--- src/rtl/multiword_add_pkg.sv ---
// ============================================================================
// Module   : multiword_add_pkg
// Purpose  : Shared types and constants for the multi-word add/sub sequencer.
// Revision : 1.0 - initial release
// ============================================================================
`default_nettype none

package multiword_add_pkg;

  // Width of one datapath slice handled per clock.
  localparam int BYTE_W = 8;

  // Sequencer states.
  typedef enum logic [1:0] {
    IDLE = 2'd0,
    RUN  = 2'd1,
    DONE = 2'd2
  } state_t;

endpackage : multiword_add_pkg

`default_nettype wire

--- src/rtl/multiword_add_ctrl_full_adder_8bit.sv ---
// ============================================================================
// Module   : full_adder_8bit
// Purpose  : 8-bit ripple-carry adder slice reused once per byte.
// Revision : 1.0 - initial release
// ============================================================================
`default_nettype none

module full_adder_8bit
  import multiword_add_pkg::*;
(
  input  logic [BYTE_W-1:0] a_in,
  input  logic [BYTE_W-1:0] b_in,
  input  logic              c_in,
  output logic [BYTE_W-1:0] sum_out,
  output logic              c_out
);

  logic [BYTE_W:0] carry_chain;

  assign carry_chain[0] = c_in;

  // One full-adder cell per bit, carries rippling upward.
  generate
    for (genvar i = 0; i < BYTE_W; i++) begin : g_bit
      assign sum_out[i]       = a_in[i] ^ b_in[i] ^ carry_chain[i];
      assign carry_chain[i+1] = (a_in[i] & b_in[i]) | (carry_chain[i] & (a_in[i] ^ b_in[i]));
    end
  endgenerate

  assign c_out = carry_chain[BYTE_W];

endmodule : full_adder_8bit

`default_nettype wire

--- src/rtl/multiword_add_ctrl.sv ---
// ============================================================================
// Module   : multiword_add_ctrl
// Purpose  : Multi-byte add/subtract sequencer, one byte per clock, LSB first,
//            sharing a single 8-bit ripple adder.
// Revision : 1.0 - initial release
// ============================================================================
`default_nettype none

module multiword_add_ctrl
  import multiword_add_pkg::*;
#(
  parameter  int NUM_BYTES = 4,
  localparam int W         = 8 * NUM_BYTES,
  localparam int CNT_W     = $clog2(NUM_BYTES)
) (
  input  logic         clk,
  input  logic         rst_n,
  input  logic         start_in,
  input  logic         sub_in,
  input  logic [W-1:0] a_in,
  input  logic [W-1:0] b_in,
  input  logic         carry_in,
  output logic         ready_out,
  output logic [W-1:0] sum_out,
  output logic         carry_out,
  output logic         overflow_out,
  output logic         done_out
);

  localparam logic [CNT_W-1:0] LAST_IDX = CNT_W'(NUM_BYTES - 1);

  state_t             state_q, state_d;
  logic [CNT_W-1:0]   idx_q,   idx_d;
  logic [W-1:0]       a_q,     a_d;
  logic [W-1:0]       b_q,     b_d;      // already inverted for subtract
  logic               c_q,     c_d;      // inter-byte carry
  logic [W-1:0]       sum_q,   sum_d;
  logic               carry_q, carry_d;
  logic               ovf_q,   ovf_d;
  logic               done_q,  done_d;
  logic               ready_q, ready_d;

  logic [BYTE_W-1:0]  add_a;
  logic [BYTE_W-1:0]  add_b;
  logic [BYTE_W-1:0]  add_sum;
  logic               add_cout;

  // Select the current byte of each operand for the shared adder.
  assign add_a = a_q[idx_q*BYTE_W +: BYTE_W];
  assign add_b = b_q[idx_q*BYTE_W +: BYTE_W];

  full_adder_8bit inst_full_adder_8bit (
    .a_in    (add_a),
    .b_in    (add_b),
    .c_in    (c_q),
    .sum_out (add_sum),
    .c_out   (add_cout)
  );

  // Next-state logic: accept in IDLE, one byte per RUN cycle, pulse in DONE.
  always_comb begin
    state_d = state_q;
    idx_d   = idx_q;
    a_d     = a_q;
    b_d     = b_q;
    c_d     = c_q;
    sum_d   = sum_q;
    carry_d = carry_q;
    ovf_d   = ovf_q;
    done_d  = 1'b0;
    ready_d = ready_q;

    case (state_q)
      IDLE: begin
        if (start_in) begin
          // Subtract is a + ~b + 1; the caller's carry_in is ignored then.
          a_d     = a_in;
          b_d     = sub_in ? ~b_in : b_in;
          c_d     = sub_in ? 1'b1 : carry_in;
          sum_d   = '0;
          carry_d = 1'b0;
          ovf_d   = 1'b0;
          idx_d   = '0;
          ready_d = 1'b0;
          state_d = RUN;
        end
      end
      RUN: begin
        sum_d[idx_q*BYTE_W +: BYTE_W] = add_sum;
        c_d = add_cout;
        if (idx_q == LAST_IDX) begin
          // Signed overflow: like-signed inputs produced a differently-signed result.
          carry_d = add_cout;
          ovf_d   = (a_q[W-1] == b_q[W-1]) && (add_sum[BYTE_W-1] != a_q[W-1]);
          done_d  = 1'b1;
          idx_d   = '0;
          state_d = DONE;
        end else begin
          idx_d = idx_q + 1'b1;
        end
      end
      DONE: begin
        ready_d = 1'b1;
        state_d = IDLE;
      end
      default: begin
        ready_d = 1'b1;
        state_d = IDLE;
      end
    endcase
  end

  // State and output registers with synchronous active-low reset.
  always_ff @(posedge clk) begin
    if (!rst_n) begin
      state_q <= IDLE;
      idx_q   <= '0;
      a_q     <= '0;
      b_q     <= '0;
      c_q     <= 1'b0;
      sum_q   <= '0;
      carry_q <= 1'b0;
      ovf_q   <= 1'b0;
      done_q  <= 1'b0;
      ready_q <= 1'b1;
    end else begin
      state_q <= state_d;
      idx_q   <= idx_d;
      a_q     <= a_d;
      b_q     <= b_d;
      c_q     <= c_d;
      sum_q   <= sum_d;
      carry_q <= carry_d;
      ovf_q   <= ovf_d;
      done_q  <= done_d;
      ready_q <= ready_d;
    end
  end

  assign ready_out    = ready_q;
  assign sum_out      = sum_q;
  assign carry_out    = carry_q;
  assign overflow_out = ovf_q;
  assign done_out     = done_q;

endmodule : multiword_add_ctrl

`default_nettype wire

--- config.mk ---
export PLATFORM = sky130hd
export DESIGN_NAME = multiword_add_ctrl
export DESIGN_NICKNAME = d
export VERILOG_FILES = /design/src/rtl/multiword_add_pkg.sv /design/src/rtl/multiword_add_ctrl_full_adder_8bit.sv /design/src/rtl/multiword_add_ctrl.sv
export SDC_FILE = /design/constraint.sdc
export NUM_CORES = 1
export LEC_CHECK = 0
export BUFFER_PORTS_ARGS = -buffer_cell sky130_fd_sc_hd__buf_2
export CAP_MARGIN = 0
export CELL_PAD_IN_SITES_DETAIL_PLACEMENT = 1
export CELL_PAD_IN_SITES_GLOBAL_PLACEMENT = 1
export CORE_MARGIN = 3
export CORE_UTILIZATION = 43
export CTS_CLUSTER_DIAMETER = 80
export DETAILED_ROUTE_END_ITERATION = 8
export GPL_TIMING_DRIVEN = 0
export HOLD_SLACK_MARGIN = 0.15
export PLACE_DENSITY = 0.91
export SKIP_LAST_GASP = 1
export SYNTH_ARGS = -nofsm -noshare
export SYNTH_HDL_FRONTEND = slang
export SYNTH_SLANG_ARGS = --single-unit
export TNS_END_PERCENT = 5
--- constraint.sdc ---
create_clock -name clk -period 9.6 [get_ports clk]
set_input_delay 1.92 -clock clk [delete_from_list [all_inputs] [get_ports clk]]
set_output_delay 1.92 -clock clk [all_outputs]
set_load 0.05 [all_outputs]
-- Word-level counts from Yosys, hierarchy flattened
Index checks and enable logic that the tools add are counted.
- shift-type cells: 4
- bitwise operators: 42
- equality and inequality tests: 6
- muxes and demuxes: 20
- reductions and logical operators: 9
- $add $sub $neg: 2
- operators with widths (kind ; count):
    2-to-1 mux 32 bit ; 2
    case mux 32 bit (2 select lines) ; 1
    indexed part select 32 x 6 -> 8 bit ; 2
    negation 5 -> 34 bit ; 1
    variable shift 8 x 34 -> 32 bit (first input constant) ; 1
    indexed part select 8 x 34 -> 32 bit ; 1
    bitwise mux 32 bit ; 1
    NOT 32 bit ; 1
    AND 1 bit ; 16
    XOR 1 bit ; 16
    AND reduction 2 bit ; 5
    2-to-1 mux 2 bit ; 4
    OR 1 bit ; 8
    case mux 1 bit (2 select lines) ; 4
    case mux 2 bit (2 select lines) ; 2
    2-to-1 mux 1 bit ; 6
    inequality test 2 bit (second input constant) ; 2
    AND reduction 3 bit ; 1
    adder 2 x 1 -> 2 bit (second input constant) ; 1
    equality test 2 x 1 -> 1 bit (second input constant) ; 1
    equality test 2 bit (second input constant) ; 1
    zero test 2 bit ; 1
    nonzero test 2 bit ; 1
    equality test 1 bit ; 1
    other kinds (3) ; 3
- bits of input ports: 69
- logic and storage cells: 93
- register bits after elaboration: 105
- output and inout bits: 36

-- Logic depth before layout (Yosys ltp)
- depth in word-level cells: 21
- mapped depth: 18
- gate-level depth less buffers: 16

-- By module
From an unflattened synthesis, not the netlist that was laid out.
- cell total of the unflattened synthesis: 448
- area total of the unflattened synthesis: 4778.3 um^2
- by module, submodules not included (module ; area an instance (um^2) ; instances ; sequential area each (um^2) ; cells an instance):
    multiword_add_ctrl ; 4580.6 ; 1 ; 2102.0 ; 430
    full_adder_8bit ; 197.7 ; 1 ; 0.0 ; 18

-- Least setup slack after synthesis
OpenSTA, ideal clock, no wires.
- path type: flip-flop to flip-flop
- start point: reg idx_q[1]
- end point: reg ovf_q, in the netlist overflow_out
- buffers on the path: 2
- cell stages (with the launch flop): 19
- arrival time: 4.283 ns
- library setup time: 0.131 ns
- clock period less this slack: 4.414 ns
- slack: 5.186 ns
- required time: 9.469 ns
- path through: dfxtp_1 > buf_2 > buf_2 > mux4_2 > inv_1 > fa_1 > fa_1 > fa_1 > fa_1 > fa_1 > inv_1 > fa_1 > inv_1 > fa_1 > inv_1 > fa_1 > nor3b_1 > o21ai_0 > o21ai_0
- cells in the longest elaborated chain, start to end: 21
- elaborated cells on any way between the ends: 39
- those cells by class: eq/ne (3); shift (2); mux (2); bitwise (30); reduce/logical (2)
- RTL lines (what ; line ; text):
    from (decl) ; multiword_add_ctrl.sv:33 ; logic [CNT_W-1:0] idx_q, idx_d;
    from (signal assigned) ; multiword_add_ctrl.sv:128 ; idx_q <= idx_d;
    indexed part select 32 x 6 -> 8 bit (on tied branches) ; multiword_add_ctrl.sv:49, multiword_add_ctrl.sv:50 ;
    XOR 1 bit ; multiword_add_ctrl_full_adder_8bit.sv:26 ; assign carry_chain[i+1] = (a_in[i] & b_in[i]) | (carry_chain[i] & (a_in[i] ^ b_in[i]));
    AND 1 bit ; multiword_add_ctrl_full_adder_8bit.sv:26 ;
    OR 1 bit ; multiword_add_ctrl_full_adder_8bit.sv:26 ;
    AND 1 bit ; multiword_add_ctrl_full_adder_8bit.sv:26 ;
    OR 1 bit ; multiword_add_ctrl_full_adder_8bit.sv:26 ;
    AND 1 bit ; multiword_add_ctrl_full_adder_8bit.sv:26 ;
    OR 1 bit ; multiword_add_ctrl_full_adder_8bit.sv:26 ;
    (+5 left out) ; n/a ;
    OR 1 bit ; multiword_add_ctrl_full_adder_8bit.sv:26 ;
    AND 1 bit ; multiword_add_ctrl_full_adder_8bit.sv:26 ;
    OR 1 bit ; multiword_add_ctrl_full_adder_8bit.sv:26 ;
    XOR 1 bit ; multiword_add_ctrl_full_adder_8bit.sv:25 ; assign sum_out[i] = a_in[i] ^ b_in[i] ^ carry_chain[i];
    inequality test 1 bit ; multiword_add_ctrl.sv:94 ; ovf_d = (a_q[W-1] == b_q[W-1]) && (add_sum[BYTE_W-1] != a_q[W-1]);
    logical AND 1 bit ; multiword_add_ctrl.sv:94 ;
    2-to-1 mux 1 bit ; multiword_add_ctrl.sv:91 ; if (idx_q == LAST_IDX) begin
    case mux 1 bit (2 select lines) ; multiword_add_ctrl.sv:73 ; case (state_q)
    to (signal assigned) ; multiword_add_ctrl.sv:134 ; ovf_q <= ovf_d;
    to (decl) ; multiword_add_ctrl.sv:39 ; logic ovf_q, ovf_d;
Parallel ways exist; a longest one is shown, timed or not. The select of a mux whose other input is x is not followed.
A chain may end at the register's enable or synchronous reset.

-- Worst setup path in the final report
Same ends and word-level chain as after synthesis.

==> metrics.md <==
| Metric | Value |
|---|---|
| # setup viols final | `0` |
| CTS clk-pin slew, worst paths | `90 ps` |
| Fillers | `1247` |
| Multiplexer share of the synthesized area | `0.07882` |
| WL final | `14.58 mm` |
| Layout Nets | `686` |
| Die area | `0.01191 sq mm` |
| Top FF cell, synth | `dfxtp_1` |
| Worst-Margin Slew | `685.8 ps` |
| Max-cap violations | `0` |
| Cell Rows | `37` |
| Minimum clock period | `5251 ps` |
| Worst-case clock buffer depth | `2` |
| Vias per cell | `5.529` |
| Synth cell types | `35` |
| Sequential fraction of the synthesis area | `0.4598` |
| Ant. Diodes | `0` |
| Setup repair bufs after CTS | `0` |
| Post-synthesis sequential element count | `105` |
| Cts hold-fix bufs | `0` |
| Initial core utilization | `0.4429` |
| Syn Inst Count | `491` |
| Vias | `4119` |
| Fmax achieved | `190.4 MHz` |
| Initial antenna violation count | `0` |
| Most frequent cell after synthesis | `dfxtp_1` |
| RSZ-0062 raised after global routing | `false` |
| Max rail drop VDD | `0.07677 mV` |
| Critical Path Fanout Max | `10` |
| Wire per inst | `19.57 um` |
| Hold_ws | `462.2 ps` |
| Slew margin rel. | `0.5428` |
| Core Area | `0.01032 sq mm` |
| Tcrit/Tclk final | `0.5470` |
| Largest net degree at the start of global routing | `17` |
| Root buffer cell | `clkbuf_8` |
| Async SR Flop Fraction | `0` |
| Post-synth EDFFs | `0` |
| Share of cells above drive strength 1 | `0.2677` |
| P_leak | `0.002201 uW` |
| Top post-synthesis cells by area | `dfxtp_1 46%, nand2_1 8.5%, mux4_2 7.9%` |
| DR iter-0 viols | `196` |
| Clock Latency Late Sink | `370 ps` |
| Result of the run | `finished clean` |
| Post-DP HPWL | `10.53 mm` |
| ANT nets after route | `0` |
| Largest family of logic cells by synthesized area | `compound AO/OA/AOI/OAI gates` |
| Cts bufs inserted | `9` |
| Clock Sinks | `105` |
| Setup TNS | `0 ps` |
| Drt pass-1 iters | `5` |
| Syn nets | `572` |
| All-Layer GR Usage | `0.2539` |
| Vias in the first global route | `4364` |
| GR Overflow Total | `0` |
| Routability cong. | `0.8673` |
| Synth Area in Compound Gates | `0.1524` |
| Post-Synth Adder-Cell Area | `0.04598` |
| First-pass GRT wire length | `22.81 mm` |
| Number of port buffers | `103` |
| Ports | `105` |
| Syn Area/Cell | `9.311 sq um` |
| Crit path kind | `reg -> reg` |
| Post-synth top area cell | `dfxtp_1` |
| Pwr dens | `174.4 mW/mm^2` |
| Crit end category | `flop` |
| Slew Limit Fails | `0` |
| Xor/xnor share of the synthesized area | `0.06130` |
| Die Wd | `109.1 um` |
| CTS tree | `built` |
| Yosys top cell area share | `0.4598` |
| Req. time, crit path | `9850 ps` |
| DRC Markers | `0` |
| Mapped Area | `0.004572 sq mm` |
| Syn-to-layout area delta | `19.76%` |
| H-tree depth | `3` |
| Commonest cells post-synth | `105 x dfxtp_1, 104 x nand2_1, 36 x nor2_1` |
| Critical Path AT | `5500 ps` |
| Die Ht | `109.1 um` |
| Synth warn | `0` |
| Worst hold path class | `reg -> reg` |
| Cts repair resizes | `0` |
| Simple logic cell fraction of the synthesized area | `0.1453` |
| Final Hold Viols | `0` |
| Final clock skew | `7.644 ps` |
| CP Launch Type | `flop` |
through the flow:
stage	total power [uW]	cells	utilization	setup WS (ps)	area (sq um)
6_report	954.8	745	0.5304	4349	5475
5_1_grt	993.5	745	0.5304	4156	5475
4_1_cts	954.9	745	0.5304	4395	5475
3_5_place_dp	649.8	730	0.5093	4538	5258
3_3_place_gp	638.8	730	0.5093	4711	5258
2_1_floorplan	589.3	491	-	5186	4572
registers in the layout, summed over array words and instances (netlist names), 2 cells and up:
name,cells
idx_q,2
b_q,32
state_q,2
a_q,32
sum_out,32
critical path, stage by stage (launching register included):
cell and delay (ps):
dfxtp_1 380, buf_2 280, buf_2 340, mux4_2 270
inv_1 60, fa_1 410, fa_1 390, fa_1 400
fa_1 390, fa_1 360, inv_1 100, fa_1 200
inv_1 70, fa_1 390, inv_1 110, fa_1 470
nor3b_1 170, o21ai_0 220, o21ai_0 120
layout make-up:
cell class / count / area (sq um) / area share
buffer: 36 / 171.4 / 0.03131
clock buffer: 11 / 141.4 / 0.02582
clock inverter: 4 / 76.32 / 0.01394
inverter: 23 / 86.33 / 0.01577
multi-input combinational: 327 / 2212 / 0.4040
sequential: 105 / 2102 / 0.3839
tap: 136 / 170.2 / 0.03108
timing repair buffer: 103 / 515.5 / 0.09415
final timing paths:
path | startpoint | to | slack [ps] | depth (start not counted)
worst max-delay path | idx_q[1]$_SDFFE_PN0P_ | overflow_out$_SDFFE_PN0P_ | 4350 | 18
worst min-delay path | ready_out$_SDFFE_PN1P_ | ready_out$_SDFFE_PN1P_ | 460 | 2
worst max register to register | idx_q[1]$_SDFFE_PN0P_ | overflow_out$_SDFFE_PN0P_ | 4350 | 18
worst min register to register | ready_out$_SDFFE_PN1P_ | ready_out$_SDFFE_PN1P_ | 460 | 2
kinds of logic after synthesis:
family,Yosys count
adders and majority gates,12
AOI/OAI and AO/OA,109
buffers and inverters,59
and+or+nand+nor,158
xor gates and xnor gates,32
muxes,16
DFF,105
layout by cell type, fill, tap and decap left out, types with 2 or more instances in the layout:
cell,instances
o21ai_0,3
nand2_1,104
ha_1,4
dfxtp_1,105
xnor2_1,32
mux4_2,16
inv_1,23
a22oi_1,2
nor2_1,36
a211oi_1,32
buf_2,125
a21oi_1,32
clkbuf_1,13
a21oi_2,4
o22ai_1,32
nor2b_1,3
fa_1,8
and4b_1,2
bufinv_16,2
clkbuf_8,10
nand3_1,3
report_power, final:
| group | total, uW | internal (uW) | switching (uW) | leakage [uW] |
|---|---|---|---|---|
| clock network | 309 | 154 | 155 | 0.000106 |
| logic | 169 | 66.0 | 103 | 0.00123 |
| registers | 476 | 459 | 16.8 | 0.000860 |
routing by layer:
| layer | vias up | global-route usage | wire [um] |
|---|---|---|---|
| met2 | 179 | 0.4386 | 7371 |
| met1 | 1993 | 0.3071 | 5692 |
| met3 | 43 | 0.05802 | 1103 |
| met5 | - | 0 | 0 |
| met4 | 0 | 0.09558 | 410 |
| li1 | 1904 | - | - |
(Power assumes the default switching activity.)
